File: src/rtl/sad_trigger_engine_if.sv
// Reference-sample write bus into the SAD trigger engine.
// The master (register side) loads one reference slot per cycle.
interface sad_trigger_engine_if #(
    parameter int pREF_SAMPLES     = 32,
    parameter int pBITS_PER_SAMPLE = 12
) ();
    logic                            ref_wr;
    logic [$clog2(pREF_SAMPLES)-1:0] ref_addr;
    logic [pBITS_PER_SAMPLE-1:0]     ref_data;

    modport master (output ref_wr, output ref_addr, output ref_data);
    modport slave  (input  ref_wr, input  ref_addr, input  ref_data);
endinterface

File: src/rtl/sad_trigger_engine.sv
// Sliding-window SAD trigger: per-slot |x-ref| with exclude mask, registered adder tree,
// one-shot/continuous arming with holdoff, running minimum SAD and trigger counter.
module sad_trigger_engine #(
    parameter int pREF_SAMPLES     = 32,
    parameter int pBITS_PER_SAMPLE = 12,
    parameter int pSAD_WIDTH       = 20,
    parameter int pHOLDOFF_WIDTH   = 16,
    parameter int pTRIG_CNT_WIDTH  = 16
) (
    input  logic                       i_clk_adc,
    input  logic                       i_reset_n,
    input  logic [pBITS_PER_SAMPLE-1:0] i_adc_datain,
    sad_trigger_engine_if.slave        ref_bus,
    input  logic [pREF_SAMPLES-1:0]    i_exclude,
    input  logic [pSAD_WIDTH-1:0]      i_threshold,
    input  logic                       i_arm,
    input  logic                       i_always_armed,
    input  logic [pHOLDOFF_WIDTH-1:0]  i_holdoff,
    input  logic                       i_sad_min_clear,
    output logic                       o_armed,
    output logic                       o_trigger,
    output logic [pSAD_WIDTH-1:0]      o_sad_out,
    output logic [pSAD_WIDTH-1:0]      o_sad_min,
    output logic [pTRIG_CNT_WIDTH-1:0] o_trig_count
);
    localparam int N     = pREF_SAMPLES;
    localparam int B     = pBITS_PER_SAMPLE;
    localparam int S     = pSAD_WIDTH;
    localparam int LOG2N = $clog2(N);
    localparam logic [LOG2N:0] FULL  = (LOG2N+1)'(N);
    localparam logic [0:0]     IDLE  = 1'b0;
    localparam logic [0:0]     ARMED = 1'b1;

    if (S < B + LOG2N) begin : g_bad_sad_width
        $error("pSAD_WIDTH too narrow for pREF_SAMPLES x pBITS_PER_SAMPLE");
    end
    if ((N < 2) || ((1 << LOG2N) != N)) begin : g_bad_n
        $error("pREF_SAMPLES must be a power of two >= 2");
    end

    function automatic logic [B-1:0] abs_diff(input logic [B-1:0] a, input logic [B-1:0] b);
        logic signed [B:0] d;
        d = $signed({1'b0, a}) - $signed({1'b0, b});
        return d[B] ? B'(-d) : d[B-1:0];
    endfunction

    logic [B-1:0]     r_win  [N];
    logic [B-1:0]     r_ref  [N];
    logic [S-1:0]     r_node [2:2*N-1];
    logic [S-1:0]     r_sad;
    logic [S-1:0]     r_sad_min;
    logic [LOG2N:0]   r_fill;
    logic             r_fill_en;
    logic [LOG2N:0]   r_vld_p;
    logic [0:0]       r_state;
    logic [pHOLDOFF_WIDTH-1:0]  r_hold;
    logic             r_trig;
    logic [pTRIG_CNT_WIDTH-1:0] r_cnt;
    logic             w_win_vld;
    logic             w_fire;

    // Capture stage: slot N-1 holds the newest sample, slot 0 the oldest.
    always_ff @(posedge i_clk_adc) begin
        for (int i = 0; i < N-1; i++) r_win[i] <= r_win[i+1];
        r_win[N-1] <= i_adc_datain;
    end

    always_ff @(posedge i_clk_adc or negedge i_reset_n) begin
        if (!i_reset_n) begin
            for (int i = 0; i < N; i++) r_ref[i] <= '0;
        end else if (ref_bus.ref_wr) begin
            r_ref[ref_bus.ref_addr] <= ref_bus.ref_data;
        end
    end

    // Heap-ordered tree: leaves N..2N-1 are the |x-ref| stage, node j sums 2j and 2j+1.
    always_ff @(posedge i_clk_adc) begin
        for (int i = 0; i < N; i++)
            r_node[N+i] <= i_exclude[i] ? '0 : S'(abs_diff(r_win[i], r_ref[i]));
        for (int j = 2; j < N; j++)
            r_node[j] <= r_node[2*j] + r_node[2*j+1];
    end

    assign w_win_vld = r_fill_en && (r_fill == FULL);
    assign w_fire    = r_vld_p[LOG2N] && (r_state == ARMED) && (r_hold == '0) &&
                       (r_sad < i_threshold);

    // Root of the tree doubles as sad_out; compare stage follows one edge later.
    always_ff @(posedge i_clk_adc or negedge i_reset_n) begin
        if (!i_reset_n) begin
            r_state   <= IDLE;
            r_fill_en <= 1'b0;
            r_fill    <= '0;
            r_vld_p   <= '0;
            r_hold    <= '0;
            r_trig    <= 1'b0;
            r_sad     <= '0;
            r_sad_min <= '1;
            r_cnt     <= '0;
        end else begin
            r_trig <= w_fire;
            if (w_fire) r_cnt <= r_cnt + 1'b1;
            if (i_sad_min_clear)
                r_sad_min <= '1;
            else if (r_vld_p[LOG2N] && (r_sad < r_sad_min))
                r_sad_min <= r_sad;
            if (r_vld_p[LOG2N-1] && !i_arm)
                r_sad <= r_node[2] + r_node[3];
            if (i_arm) begin
                // Re-arm restarts the fill and drops every window still in flight.
                r_state   <= ARMED;
                r_fill_en <= 1'b1;
                r_fill    <= '0;
                r_vld_p   <= '0;
                r_hold    <= '0;
            end else begin
                if (r_fill_en && (r_fill != FULL)) r_fill <= r_fill + 1'b1;
                r_vld_p <= {r_vld_p[LOG2N-1:0], w_win_vld};
                if (w_fire && i_always_armed)
                    r_hold <= i_holdoff;
                else if (r_hold != '0)
                    r_hold <= r_hold - 1'b1;
                if (w_fire && !i_always_armed) r_state <= IDLE;
            end
        end
    end

    assign o_armed      = (r_state == ARMED);
    assign o_trigger    = r_trig;
    assign o_sad_out    = r_sad;
    assign o_sad_min    = r_sad_min;
    assign o_trig_count = r_cnt;
endmodule

File: src/flat_wrapper.sv
// flat-port wrapper written by rule: the top's interface ports become plain ports
module sad_trigger_engine_flat 
#(
    parameter int pREF_SAMPLES     = 32,
    parameter int pBITS_PER_SAMPLE = 12,
    parameter int pSAD_WIDTH       = 20,
    parameter int pHOLDOFF_WIDTH   = 16,
    parameter int pTRIG_CNT_WIDTH  = 16
)
  (i_clk_adc, i_reset_n, i_adc_datain, i_exclude, i_threshold, i_arm, i_always_armed, i_holdoff, i_sad_min_clear, o_armed, o_trigger, o_sad_out, o_sad_min, o_trig_count, ref_bus_ref_wr, ref_bus_ref_addr, ref_bus_ref_data);
  sad_trigger_engine_if #(.pREF_SAMPLES(pREF_SAMPLES), .pBITS_PER_SAMPLE(pBITS_PER_SAMPLE)) ref_bus_i ();
  input  logic i_clk_adc;
  input  logic i_reset_n;
  input  logic [pBITS_PER_SAMPLE-1:0] i_adc_datain;
  input  logic [pREF_SAMPLES-1:0] i_exclude;
  input  logic [pSAD_WIDTH-1:0] i_threshold;
  input  logic i_arm;
  input  logic i_always_armed;
  input  logic [pHOLDOFF_WIDTH-1:0] i_holdoff;
  input  logic i_sad_min_clear;
  output logic o_armed;
  output logic o_trigger;
  output logic [pSAD_WIDTH-1:0] o_sad_out;
  output logic [pSAD_WIDTH-1:0] o_sad_min;
  output logic [pTRIG_CNT_WIDTH-1:0] o_trig_count;
  input wire logic [$bits(ref_bus_i.ref_wr)-1:0] ref_bus_ref_wr;
  input wire logic [$bits(ref_bus_i.ref_addr)-1:0] ref_bus_ref_addr;
  input wire logic [$bits(ref_bus_i.ref_data)-1:0] ref_bus_ref_data;
  assign ref_bus_i.ref_wr = ref_bus_ref_wr;
  assign ref_bus_i.ref_addr = ref_bus_ref_addr;
  assign ref_bus_i.ref_data = ref_bus_ref_data;
  sad_trigger_engine #(.pREF_SAMPLES(pREF_SAMPLES), .pBITS_PER_SAMPLE(pBITS_PER_SAMPLE), .pSAD_WIDTH(pSAD_WIDTH), .pHOLDOFF_WIDTH(pHOLDOFF_WIDTH), .pTRIG_CNT_WIDTH(pTRIG_CNT_WIDTH)) u_core (.i_clk_adc(i_clk_adc), .i_reset_n(i_reset_n), .i_adc_datain(i_adc_datain), .ref_bus(ref_bus_i), .i_exclude(i_exclude), .i_threshold(i_threshold), .i_arm(i_arm), .i_always_armed(i_always_armed), .i_holdoff(i_holdoff), .i_sad_min_clear(i_sad_min_clear), .o_armed(o_armed), .o_trigger(o_trigger), .o_sad_out(o_sad_out), .o_sad_min(o_sad_min), .o_trig_count(o_trig_count));
endmodule
File: config.mk
export PLATFORM = sky130hd
export DESIGN_NAME = sad_trigger_engine_flat
export DESIGN_NICKNAME = d
export VERILOG_FILES = /design/src/rtl/sad_trigger_engine_if.sv /design/src/rtl/sad_trigger_engine.sv /design/src/flat_wrapper.sv
export SDC_FILE = /design/constraint.sdc
export NUM_CORES = 2
export LEC_CHECK = 0
export CORE_MARGIN = 4
export CORE_UTILIZATION = 56
export DETAILED_ROUTE_END_ITERATION = 12
export PLACE_DENSITY = 0.8
export SYNTH_ARGS = -nofsm -noshare
export SYNTH_HDL_FRONTEND = slang
export SYNTH_SLANG_ARGS = --single-unit
File: constraint.sdc
create_clock -name i_clk_adc -period 3.85 [get_ports i_clk_adc]
set_clock_uncertainty 0.15 [all_clocks]
set_input_delay 0.77 -clock i_clk_adc [delete_from_list [all_inputs] [get_ports i_clk_adc]]
set_output_delay 0.77 -clock i_clk_adc [all_outputs]
set_load 0.05 [all_outputs]
==> flow_summary.ini <==
[route]
drtPass1Iterations = 9
drt-wirelength-per-cell_um = 18.69
drc_errors = 0
vias = 64392
drt-initial-drc-count = 4447
vias_per_cell = 5.696
ant_nets = 0
wl_um = 211300

[global_routing]
grt_pass1_vias = 63265
grt.total_usage = 0.2619
grt.overflow.total = 0
antenna_found_initial = 22
grt_pass1_wl_um = 333500
grt_max_degree = 83

[synth]
ys_seq_area_frac = 0.4145
yosys.area.top_type = dfxtp_1
postSynthRegisterBits = 1646
synthesis.area_um2 = 85180
async_reset_ff_frac = 0.2831
ys_types = 97
syn_avg_cell_area_um2 = 9.565
yosys-top-cells-count = dfxtp_1, ha_1, inv_1, nor2_1, o21ai_0
yosys-top-cells-area = dfxtp_1, dfrtp_1, ha_1
synth-edff-count = 0
synthFlopType = dfxtp_1
syn-instance-count = 8905
synth_most_common_cell = dfxtp_1
synth_top_cell_area_share = 0.2773
yosys_warnings = 0

[floorplan]
core_area_um2 = 150500
die_h_um = 398.0
initial_core_util = 0.5660
die_area_um2 = 158400
die_w_um = 398.0
ios = 161
row_count = 142

[clocking]
cts_root_buf = clkbuf_16
clockBufferDepth = 3
cts_tree = built
numCtsBuffers = 171
cts.sinks = 1646
ctsHtreeMaxLevel = 4
cts.clk_slew.worst_paths_ns = 0.06
postCtsSetupBuffers = 0
clock_latency_ns = 0.79

[pwr]
switching_share = 0.3883
irDropWorstVdd_mv = 0.5246
powerDensity_nw_per_um2 = 823.6
clkPwrFrac = 0.219
power_frac_comb = 0.463
p_leak_nw = 43.59
internal_power_mw = 47.92
switchingPower_mw = 30.42
seqPwrFrac = 0.318

[placed_design]
post-dp-hpwl_um = 157300
dp_worst_setup_slack_ns = 0.1715
place_area_um2 = 89170
numPortBuffers = 157
dp.cells = 10978
globalplace.congestion = 0.9025

[setup_path]
start_kind = flop
cp.required_ns = 4.39
endpoint_kind = flop
crit_arrival_ns = 4.16
critical_path_class = flop to flop
crit_fanout = 5

[sta]
finalSetupViolations = 0
period_needed_ns = 3.615
setup_slack_ns = 0.2346
maxSlewViolCount = 0
max-slew-margin-rel = 0.1625
tightestPinTransition_ns = 1.243
grt_setup_unrepaired = no
fin_crit_sh = 0.9391
finalHoldViolCount = 0
fmax_mhz = 276.6
setup-tns-final_ns = 0

[hold_path]
min_path_type = flop to flop

[finish]
area_growth_syn_to_layout_pct = 11.67
fin_area_um2 = 95120
drive_gt1_frac = 0.07875
nets = 10152
fin_cells = 11305

[status]
status = finished, final reports clean

[run]
maxCapViolCount = 0
-- stage by stage --
stage / utilization / power, mW / hold slack [ns]
5_1_grt: 0.6320 / 83.63 / 0.2091
3_5_place_dp: 0.5926 / 60.65 / 0.1880
2_1_floorplan: - / 51.37 / 0.1808
3_3_place_gp: 0.5926 / 59.32 / 0.1851
4_1_cts: 0.6319 / 78.28 / 0.2021
6_report: 0.6321 / 78.34 / 0.2004
-- worst paths after layout --
path	start	endpoint	slack, ns	cells past startpoint
hold reg to reg	u_core.r_win[14][20]	u_core.r_win[14][8]	0.20	0
setup / recovery	u_core.r_ref[253]	u_core.r_node[1][211]	0.23	10
max in group asynchronous	i_reset_n	u_core.r_ref[191]	2.04	3
min in group asynchronous	i_reset_n	u_core.r_ref[360]	0.46	2
setup reg to reg	u_core.r_ref[253]	u_core.r_node[1][211]	0.23	10
hold / removal	u_core.r_win[14][20]	u_core.r_win[14][8]	0.20	0
-- per-layer routing --
metal | wire length, um | track usage | vias up | share of wire
met3 | 12010 | 0.04035 | 442 | 0.057
li1 | - | - | 31480 | -
met2 | 99820 | 0.4430 | 1691 | 0.47
met5 | 11 | 0 | - | 0.000052
met4 | 8737 | 0.1039 | 2 | 0.041
met1 | 90680 | 0.3363 | 30777 | 0.43
-- placed cells by master (no fill, tap or decap), drive strengths merged, types with 124 or more instances in the layout --
cell / netlist / final
ha: 850 / 850
clkdlybuf4s50: 0 / 144
a21o: 188 / 188
inv: 794 / 805
xnor2: 452 / 452
dfxtp: 1180 / 1180
nor2b: 152 / 152
o21ai: 552 / 552
dfrtp: 448 / 448
xor2: 359 / 359
mux2: 215 / 215
o21a: 124 / 124
nor3: 135 / 135
nor2: 740 / 740
clkbuf: 161 / 245
nand2: 539 / 539
a21oi: 508 / 508
-- final cells by class --
cell class	count	area, um^2
Tap cell	2016	2522
Inverter	795	2984
Clock inverter	74	867.1
Sequential cell	1646	35310
Timing Repair Buffer	230	2167
Multi-Input combinational cell	6292	46200
Clock buffer	245	5050
Antenna cell	7	17.52
Fill cell	11980	55370
-- logic make-up after synthesis --
group | Yosys count | share of synthesized area
fa+ha+maj | 913 | 0.1397
mux | 246 | 0.03207
xor+xnor | 811 | 0.08339
compound gates | 2094 | 0.1597
flops | 1646 | 0.4145
other cells | 1 | 0.00004402
buf+inv | 969 | 0.04333
simple gates | 2225 | 0.1273
-- critical path, stage by stage (launching register included) --
cell       delay [ns]
dfrtp_1          0.38
inv_1            0.11
ha_1             0.23
nor2b_1          0.15
o221ai_1         0.24
mux2_2           0.38
a2111oi_2        0.76
nor4b_1          0.54
a41oi_1          0.24
xor2_1           0.23
nor2_1           0.11
-- power by group through the flow --
| stage | registers [mW] | logic, mW | clock network (mW) |
|---|---|---|---|
| after global routing | 25.3 | 40.2 | 18.1 |
| final | 24.9 | 36.3 | 17.1 |
| after detailed placement | 25.2 | 35.4 | 0 |
| after floorplan | 24.0 | 27.4 | 0 |
| after global placement | 25.1 | 34.2 | 0 |
| after CTS | 24.9 | 36.0 | 17.4 |
-- flip-flops by register name, summed over array words and instances, names as in the netlist --
register             cells
u_core.r_win           384
u_core.r_ref           384
u_core.r_fill_en         1
u_core.o_armed           1
u_core.o_trigger         1
u_core.r_vld_p           6
u_core.r_hold           16
u_core.o_sad_min        18
u_core.r_node          796
u_core.o_trig_count     16
u_core.r_fill            6
u_core.o_sad_out        17
-- repair_timing --
item | 4_1_cts | 5_1_grt
gates resized for setup | 0 | 2
hold buffers | 1 | 0
setup endpoints to repair | 0 | 7
hold endpoints to repair | 56 | 0
(Power assumes the default switching activity.)
